==> src/rtl/sevseg_pkg.sv <==
// Shared types and constants for the multiplexed seven-segment driver.
// Segment patterns are active-low with bit6=g .. bit0=a.
package sevseg_pkg;

  typedef enum logic {
    ST_BLANK = 1'b0,
    ST_DRIVE = 1'b1
  } state_t;

  localparam logic [6:0] SEG_OFF_LOW = 7'h7F;

  function automatic logic [6:0] hex_to_seg(input logic [3:0] nib);
    case (nib)
      4'h0:    hex_to_seg = 7'h40;
      4'h1:    hex_to_seg = 7'h79;
      4'h2:    hex_to_seg = 7'h24;
      4'h3:    hex_to_seg = 7'h30;
      4'h4:    hex_to_seg = 7'h19;
      4'h5:    hex_to_seg = 7'h12;
      4'h6:    hex_to_seg = 7'h02;
      4'h7:    hex_to_seg = 7'h78;
      4'h8:    hex_to_seg = 7'h00;
      4'h9:    hex_to_seg = 7'h10;
      4'hA:    hex_to_seg = 7'h08;
      4'hB:    hex_to_seg = 7'h03;
      4'hC:    hex_to_seg = 7'h46;
      4'hD:    hex_to_seg = 7'h21;
      4'hE:    hex_to_seg = 7'h06;
      4'hF:    hex_to_seg = 7'h0E;
      default: hex_to_seg = SEG_OFF_LOW;
    endcase
  endfunction

endpackage

==> src/rtl/sevseg_decode.sv <==
// Combinational nibble to active-low seven-segment pattern.
module sevseg_decode
  import sevseg_pkg::*;
(
  input  logic [3:0] nibble,
  output logic [6:0] pattern
);

  assign pattern = hex_to_seg(nibble);

endmodule

==> src/rtl/sevseg_mux_driver.sv <==
// Time-multiplexed hex display driver with frame-synchronous updates,
// per-slot anode blanking and optional leading-zero suppression.
module sevseg_mux_driver
  import sevseg_pkg::*;
#(
  parameter int NUM_DIGITS     = 4,
  parameter int REFRESH_DIV    = 50000,
  parameter int BLANK_CYCLES   = 500,
  parameter int SEG_ACTIVE_LOW = 1,
  parameter int AN_ACTIVE_LOW  = 1
) (
  input  logic                    clk,
  input  logic                    rst,
  input  logic                    enable,
  input  logic                    load,
  input  logic [4*NUM_DIGITS-1:0] value,
  input  logic [NUM_DIGITS-1:0]   dp_in,
  input  logic                    lz_blank,
  output logic [6:0]              segments,
  output logic                    dp,
  output logic [NUM_DIGITS-1:0]   anodes,
  output logic                    frame_tick
);

  localparam int CW = $clog2(REFRESH_DIV);
  localparam int DW = (NUM_DIGITS > 1) ? $clog2(NUM_DIGITS) : 1;
  localparam logic [CW-1:0] CNT_LAST  = CW'(REFRESH_DIV - 1);
  localparam logic [CW-1:0] CNT_BLANK = CW'(BLANK_CYCLES);
  localparam logic [DW-1:0] DIG_LAST  = DW'(NUM_DIGITS - 1);
  localparam logic [6:0] SEG_OFF = (SEG_ACTIVE_LOW != 0) ? SEG_OFF_LOW : ~SEG_OFF_LOW;
  localparam logic DP_OFF = (SEG_ACTIVE_LOW != 0) ? 1'b1 : 1'b0;
  localparam logic [NUM_DIGITS-1:0] AN_OFF =
    (AN_ACTIVE_LOW != 0) ? {NUM_DIGITS{1'b1}} : {NUM_DIGITS{1'b0}};

  logic [CW-1:0]           cnt_r, cnt_next_s;
  logic [DW-1:0]           digit_r, digit_next_s;
  logic                    boundary_s, drive_s;
  state_t                  state_r;
  logic [4*NUM_DIGITS-1:0] disp_val_r, disp_val_next_s, pend_val_r, pend_val_next_s;
  logic [NUM_DIGITS-1:0]   disp_dp_r, disp_dp_next_s, pend_dp_r, pend_dp_next_s;
  logic                    pend_flag_r, pend_flag_next_s;
  logic [NUM_DIGITS-1:0]   blank_s, onehot_s, an_drive_s;
  logic [3:0]              nibble_s;
  logic [6:0]              pattern_s, seg_drive_s;
  logic                    dim_s, dp_drive_s;

  // Slot/digit position for the next cycle and frame boundary detection
  always_comb begin
    cnt_next_s   = cnt_r;
    digit_next_s = digit_r;
    boundary_s   = 1'b0;
    if (!enable) begin
      cnt_next_s   = {CW{1'b0}};
      digit_next_s = {DW{1'b0}};
    end else if (cnt_r == CNT_LAST) begin
      cnt_next_s = {CW{1'b0}};
      if (digit_r == DIG_LAST) begin
        digit_next_s = {DW{1'b0}};
        boundary_s   = 1'b1;
      end else begin
        digit_next_s = digit_r + 1'b1;
      end
    end else begin
      cnt_next_s = cnt_r + 1'b1;
    end
  end

  // Display/pending update: transfers only at frame boundary or while disabled
  always_comb begin
    disp_val_next_s  = disp_val_r;
    disp_dp_next_s   = disp_dp_r;
    pend_val_next_s  = pend_val_r;
    pend_dp_next_s   = pend_dp_r;
    pend_flag_next_s = pend_flag_r;
    if (!enable || boundary_s) begin
      pend_flag_next_s = 1'b0;
      if (load) begin
        disp_val_next_s = value;
        disp_dp_next_s  = dp_in;
      end else if (pend_flag_r) begin
        disp_val_next_s = pend_val_r;
        disp_dp_next_s  = pend_dp_r;
      end else begin
        disp_val_next_s = disp_val_r;
        disp_dp_next_s  = disp_dp_r;
      end
    end else if (load) begin
      pend_val_next_s  = value;
      pend_dp_next_s   = dp_in;
      pend_flag_next_s = 1'b1;
    end else begin
      pend_flag_next_s = pend_flag_r;
    end
  end

  // Output pattern for the digit that will be shown after this edge
  always_comb begin
    logic run;
    run     = 1'b1;
    blank_s = {NUM_DIGITS{1'b0}};
    for (int i = NUM_DIGITS - 1; i >= 0; i--) begin
      run        = run & (disp_val_next_s[4*i +: 4] == 4'h0);
      blank_s[i] = lz_blank & run & (i != 0);
    end
    for (int i = 0; i < NUM_DIGITS; i++) begin
      onehot_s[i] = (digit_next_s == DW'(i));
    end
    nibble_s    = disp_val_next_s[{digit_next_s, 2'b00} +: 4];
    dim_s       = blank_s[digit_next_s];
    seg_drive_s = dim_s ? SEG_OFF : (pattern_s ^ ~SEG_OFF);
    dp_drive_s  = dim_s ? DP_OFF : (disp_dp_next_s[digit_next_s] ^ DP_OFF);
    an_drive_s  = onehot_s ^ AN_OFF;
    drive_s     = (cnt_next_s >= CNT_BLANK);
  end

  sevseg_decode u_decode (
    .nibble  (nibble_s),
    .pattern (pattern_s)
  );

  // Position counters, BLANK/DRIVE FSM, data registers and registered outputs
  always_ff @(posedge clk or posedge rst) begin
    if (rst) begin
      cnt_r       <= {CW{1'b0}};
      digit_r     <= {DW{1'b0}};
      state_r     <= ST_BLANK;
      disp_val_r  <= {(4*NUM_DIGITS){1'b0}};
      disp_dp_r   <= {NUM_DIGITS{1'b0}};
      pend_val_r  <= {(4*NUM_DIGITS){1'b0}};
      pend_dp_r   <= {NUM_DIGITS{1'b0}};
      pend_flag_r <= 1'b0;
      segments    <= SEG_OFF;
      dp          <= DP_OFF;
      anodes      <= AN_OFF;
      frame_tick  <= 1'b0;
    end else begin
      cnt_r       <= cnt_next_s;
      digit_r     <= digit_next_s;
      disp_val_r  <= disp_val_next_s;
      disp_dp_r   <= disp_dp_next_s;
      pend_val_r  <= pend_val_next_s;
      pend_dp_r   <= pend_dp_next_s;
      pend_flag_r <= pend_flag_next_s;
      frame_tick  <= boundary_s;
      case (state_r)
        ST_BLANK: state_r <= drive_s ? ST_DRIVE : ST_BLANK;
        ST_DRIVE: state_r <= drive_s ? ST_DRIVE : ST_BLANK;
        default:  state_r <= ST_BLANK;
      endcase
      if (drive_s) begin
        segments <= seg_drive_s;
        dp       <= dp_drive_s;
        anodes   <= an_drive_s;
      end else begin
        segments <= SEG_OFF;
        dp       <= DP_OFF;
        anodes   <= AN_OFF;
      end
    end
  end

endmodule
==> config.mk <==
export PLATFORM = sky130hd
export DESIGN_NAME = sevseg_mux_driver
export DESIGN_NICKNAME = d
export VERILOG_FILES = /design/src/rtl/sevseg_pkg.sv /design/src/rtl/sevseg_decode.sv /design/src/rtl/sevseg_mux_driver.sv
export SDC_FILE = /design/constraint.sdc
export NUM_CORES = 1
export LEC_CHECK = 0
export CAP_MARGIN = 25
export CORE_ASPECT_RATIO = 0.8
export CORE_MARGIN = 2
export CORE_UTILIZATION = 56
export CTS_BUF_LIST = sky130_fd_sc_hd__clkbuf_8
export CTS_CLUSTER_DIAMETER = 60
export DETAILED_ROUTE_END_ITERATION = 10
export GPL_TIMING_DRIVEN = 1
export PLACE_DENSITY = 0.81
export REMOVE_ABC_BUFFERS = 1
export SYNTH_ARGS = -nofsm -noshare
export SYNTH_HDL_FRONTEND = slang
export SYNTH_HIERARCHICAL = 1
export SYNTH_SLANG_ARGS = --single-unit
==> constraint.sdc <==
create_clock -name clk -period 4 [get_ports clk]
set_input_delay 0.8 -clock clk [delete_from_list [all_inputs] [get_ports clk]]
set_output_delay 0.8 -clock clk [all_outputs]
set_load 0.01 [all_outputs]
==> flow_summary.json <==
{
  "maxSlewHeadroom_pct": 39.23,
  "mostFrequentLayoutCell": "dfrtp_1",
  "h-tree-depth": 3,
  "clk_pin_slew_ns": 0.08,
  "cp.required_ns": 4.30,
  "finalCritPeriodShare_pct": 94.46,
  "timing.final.max_slew_violations": 0,
  "dp.final_hpwl_um": 6599,
  "drive_gt1_share_pct": 18.64,
  "period_needed_ns": 3.779,
  "route.vias.total": 3165,
  "rrSetupSlack_ns": 0.22,
  "cts_root_buf": "clkbuf_8",
  "p_per_area_nw_per_um2": 370.0,
  "drc": 0,
  "worst_r2r_path_depth": 13,
  "yosysSeqAreaShare_pct": 45.89,
  "reg2reg_from": "cnt_r[11]",
  "grt_use_total_pct": 25.13,
  "gp_congestion": 0.9022,
  "holdWs_ns": 0.4993,
  "antenna_found_initial": 0,
  "setup_viol": 0,
  "ys_async_sr_fraction_pct": 100.0,
  "yosys_warnings": 6,
  "initial_core_util_pct": 57.73,
  "numCtsBuffers": 9,
  "cp-end-kind": "flip-flop",
  "outcome": "finished clean",
  "crit_fanout": 12,
  "cp-start-kind": "flip-flop",
  "critical_path_class": "flip-flop to flip-flop",
  "worstHoldPathType": "flip-flop to flip-flop",
  "worstMarginPinSlew_ns": 0.9094,
  "synth_cell_types": 53,
  "cp_top_family": "simple AND/OR/NAND/NOR gates",
  "ir_drop_uv": 189.2,
  "portBuffers": 37,
  "fin_util_pct": 68.75,
  "num_rows": 27,
  "wl_per_cell_um": 17.45,
  "fin_worst_skew_ns": 0.01294,
  "clock_path_buffers": 2,
  "critPathSlowestCell": "dfrtp_1",
  "num_antenna_cells": 0,
  "ys.flop_type": "dfrtp_1",
  "viasPerCell": 6.006,
  "min_to": "pend_val_r[1]",
  "syn_inst": 386,
  "dr.pass1.iters": 4,
  "r2r-end": "segments[0]",
  "cp_cell_sequence": "nor4b_4 -> nand4_1 -> buf_4 -> and2_1 -> a211o_1 -> mux2_2 -> mux2_2 -> inv_1 -> ha_1 -> and2b_2 -> or3b_1 -> o21ai_0 -> or2_1",
  "grt_pass1_wl_um": 15440,
  "fin_nets": 469,
  "arrival_ns": 4.08,
  "chipWidth_um": 98.01,
  "crit_path_frequent_cell": "mux2_2",
  "crit_buf_inv": 2,
  "tritoncts": "yes",
  "hold_depth": 1,
  "slowest_delay_ns": 0.50,
  "syn_area_per_cell_um2": 10.26,
  "die-area_um2": 7762,
  "overflow": 0,
  "layout_common_cells": "dfrtp_1 (60), clkdlybuf4s50_1 (37), nand2_1 (32), nor2_1 (32), buf_4 (24)",
  "area_growth_pct": 19.09,
  "hold_start": "pend_val_r[1]",
  "rsz0062_at_grt": "false",
  "synth_edf_count": 0,
  "p_leak_nw": 2.047,
  "grt_pass1_vias": 3122,
  "max_freq_mhz": 264.7,
  "cts_hold_buf": 0,
  "fin_tns_setup_ns": 0,
  "syn-cell-area_um2": 3959,
  "cts.sinks": 72,
  "dieHeight_um": 79.20,
  "synth-seq-cells": 72,
  "ant_nets": 0,
  "cap_violations": 0,
  "core_um2": 6858,
  "io_pins": 38,
  "insertion_delay_ns": 0.36,
  "grt_max_degree": 45,
  "drt-initial-drc-count": 200,
  "routed_wl_um": 9197,
  "hold_violations": 0
}
flip-flops by register name (all words and copies together), names as in the netlist:
| register | flops |
|---|---|
| pend_val_r | 16 |
| frame_tick | 1 |
| segments | 7 |
| anodes | 4 |
| disp_val_r | 16 |
| dp | 1 |
| cnt_r | 16 |
| pend_dp_r | 4 |
| pend_flag_r | 1 |
| digit_r | 2 |
| disp_dp_r | 4 |
per-layer routing:
layer | share of wire [%] | global-route usage (%) | up-vias
met5 | 0 | 0 | -
met4 | 1.6 | 6.111 | 0
met3 | 6.5 | 7.482 | 12
met2 | 47 | 38.42 | 106
met1 | 45 | 35.35 | 1563
li1 | - | - | 1484
synth_stat cells, types with 5 or more instances:
cell type | instances | share of area [%]
xor2_1 | 10 | 2.2
a31oi_1 | 10 | 1.6
a211o_1 | 7 | 1.5
mux2i_1 | 10 | 2.5
nand4_1 | 7 | 1.1
o22ai_1 | 7 | 1.1
inv_1 | 10 | 0.95
clkbuf_1 | 17 | 1.6
and2_1 | 10 | 1.6
dfstp_2 | 12 | 8.0
o21ai_1 | 9 | 1.1
ha_1 | 9 | 2.8
nand2_1 | 32 | 3.0
a22oi_1 | 14 | 2.7
or2_1 | 8 | 1.3
nand3_1 | 6 | 0.76
and3_1 | 6 | 0.95
mux2_2 | 22 | 6.3
mux2_1 | 5 | 1.4
nor2b_1 | 8 | 1.3
o21ai_0 | 9 | 1.1
nor2_1 | 32 | 3.0
a21oi_1 | 15 | 1.9
and4_1 | 7 | 1.5
dfrtp_1 | 60 | 38
worst register-to-register path: cells and delay by family, from the launching register on:
kind                       cells  cell delay (ns)
adders and majority gates      1             0.22
DFF                            1             0.50
AOI/OAI and AO/OA              2             0.49
muxes                          2             0.61
and+or+nand+nor                6             1.55
buffers and inverters          2             0.34
cells by family after synthesis:
kind of cell | count (synthesis) | share of synthesized area [%]
fa+ha+maj | 9 | 2.845
buf+inv | 35 | 4.077
flops | 72 | 45.89
xor+xnor | 14 | 3.097
compound gates | 85 | 14.76
mux | 38 | 10.87
simple gates | 133 | 18.46
through the flow:
stage / cells / instance area [um^2] / setup slack [ns] / power (W)
2_1_floorplan: 362 / 3839 / 0.2363 / 0.001053
3_3_place_gp: 508 / 4483 / 0.1666 / 0.001156
3_5_place_dp: 509 / 4503 / 0.001048 / 0.001176
4_1_cts: 525 / 4700 / 0.08201 / 0.001751
5_1_grt: 527 / 4715 / 0.02317 / 0.001827
6_report: 527 / 4715 / 0.2215 / 0.001744
power breakdown:
group          total [W]  switching, W  internal (W)
Sequential      0.000832     0.0000367      0.000795
Clock           0.000577      0.000288      0.000289
Combinational   0.000335      0.000175      0.000160
worst max path at each step:
stage	startpoint	endpoint	slack (ns)	cells past startpoint
floorplan	cnt_r[0]	segments[3]	0.24	10
global placement	load	segments[3]	0.17	12
detailed placement	enable	segments[0]	0.001	12
CTS	cnt_r[11]	segments[0]	0.08	12
global route	cnt_r[0]	segments[0]	0.02	13
finish	cnt_r[11]	segments[0]	0.22	13
area by class of cell:
| class | instances | area [um^2] |
|---|---|---|
| clock buffer | 9 | 123.9 |
| sequential | 72 | 1817 |
| timing repair buffer | 62 | 570.5 |
| clock inverter | 7 | 72.57 |
| fill | 526 | 2143 |
| inverter | 11 | 41.29 |
| multi-input combinational | 279 | 1981 |
| tap | 87 | 108.9 |
timing repair:
item	in CTS	in global routing
setup buffers	0	2
endpoints found under the setup margin	0	4
resized for setup	0	0
hold endpoints to repair	0	0
Power figures use the tool's default switching activity.
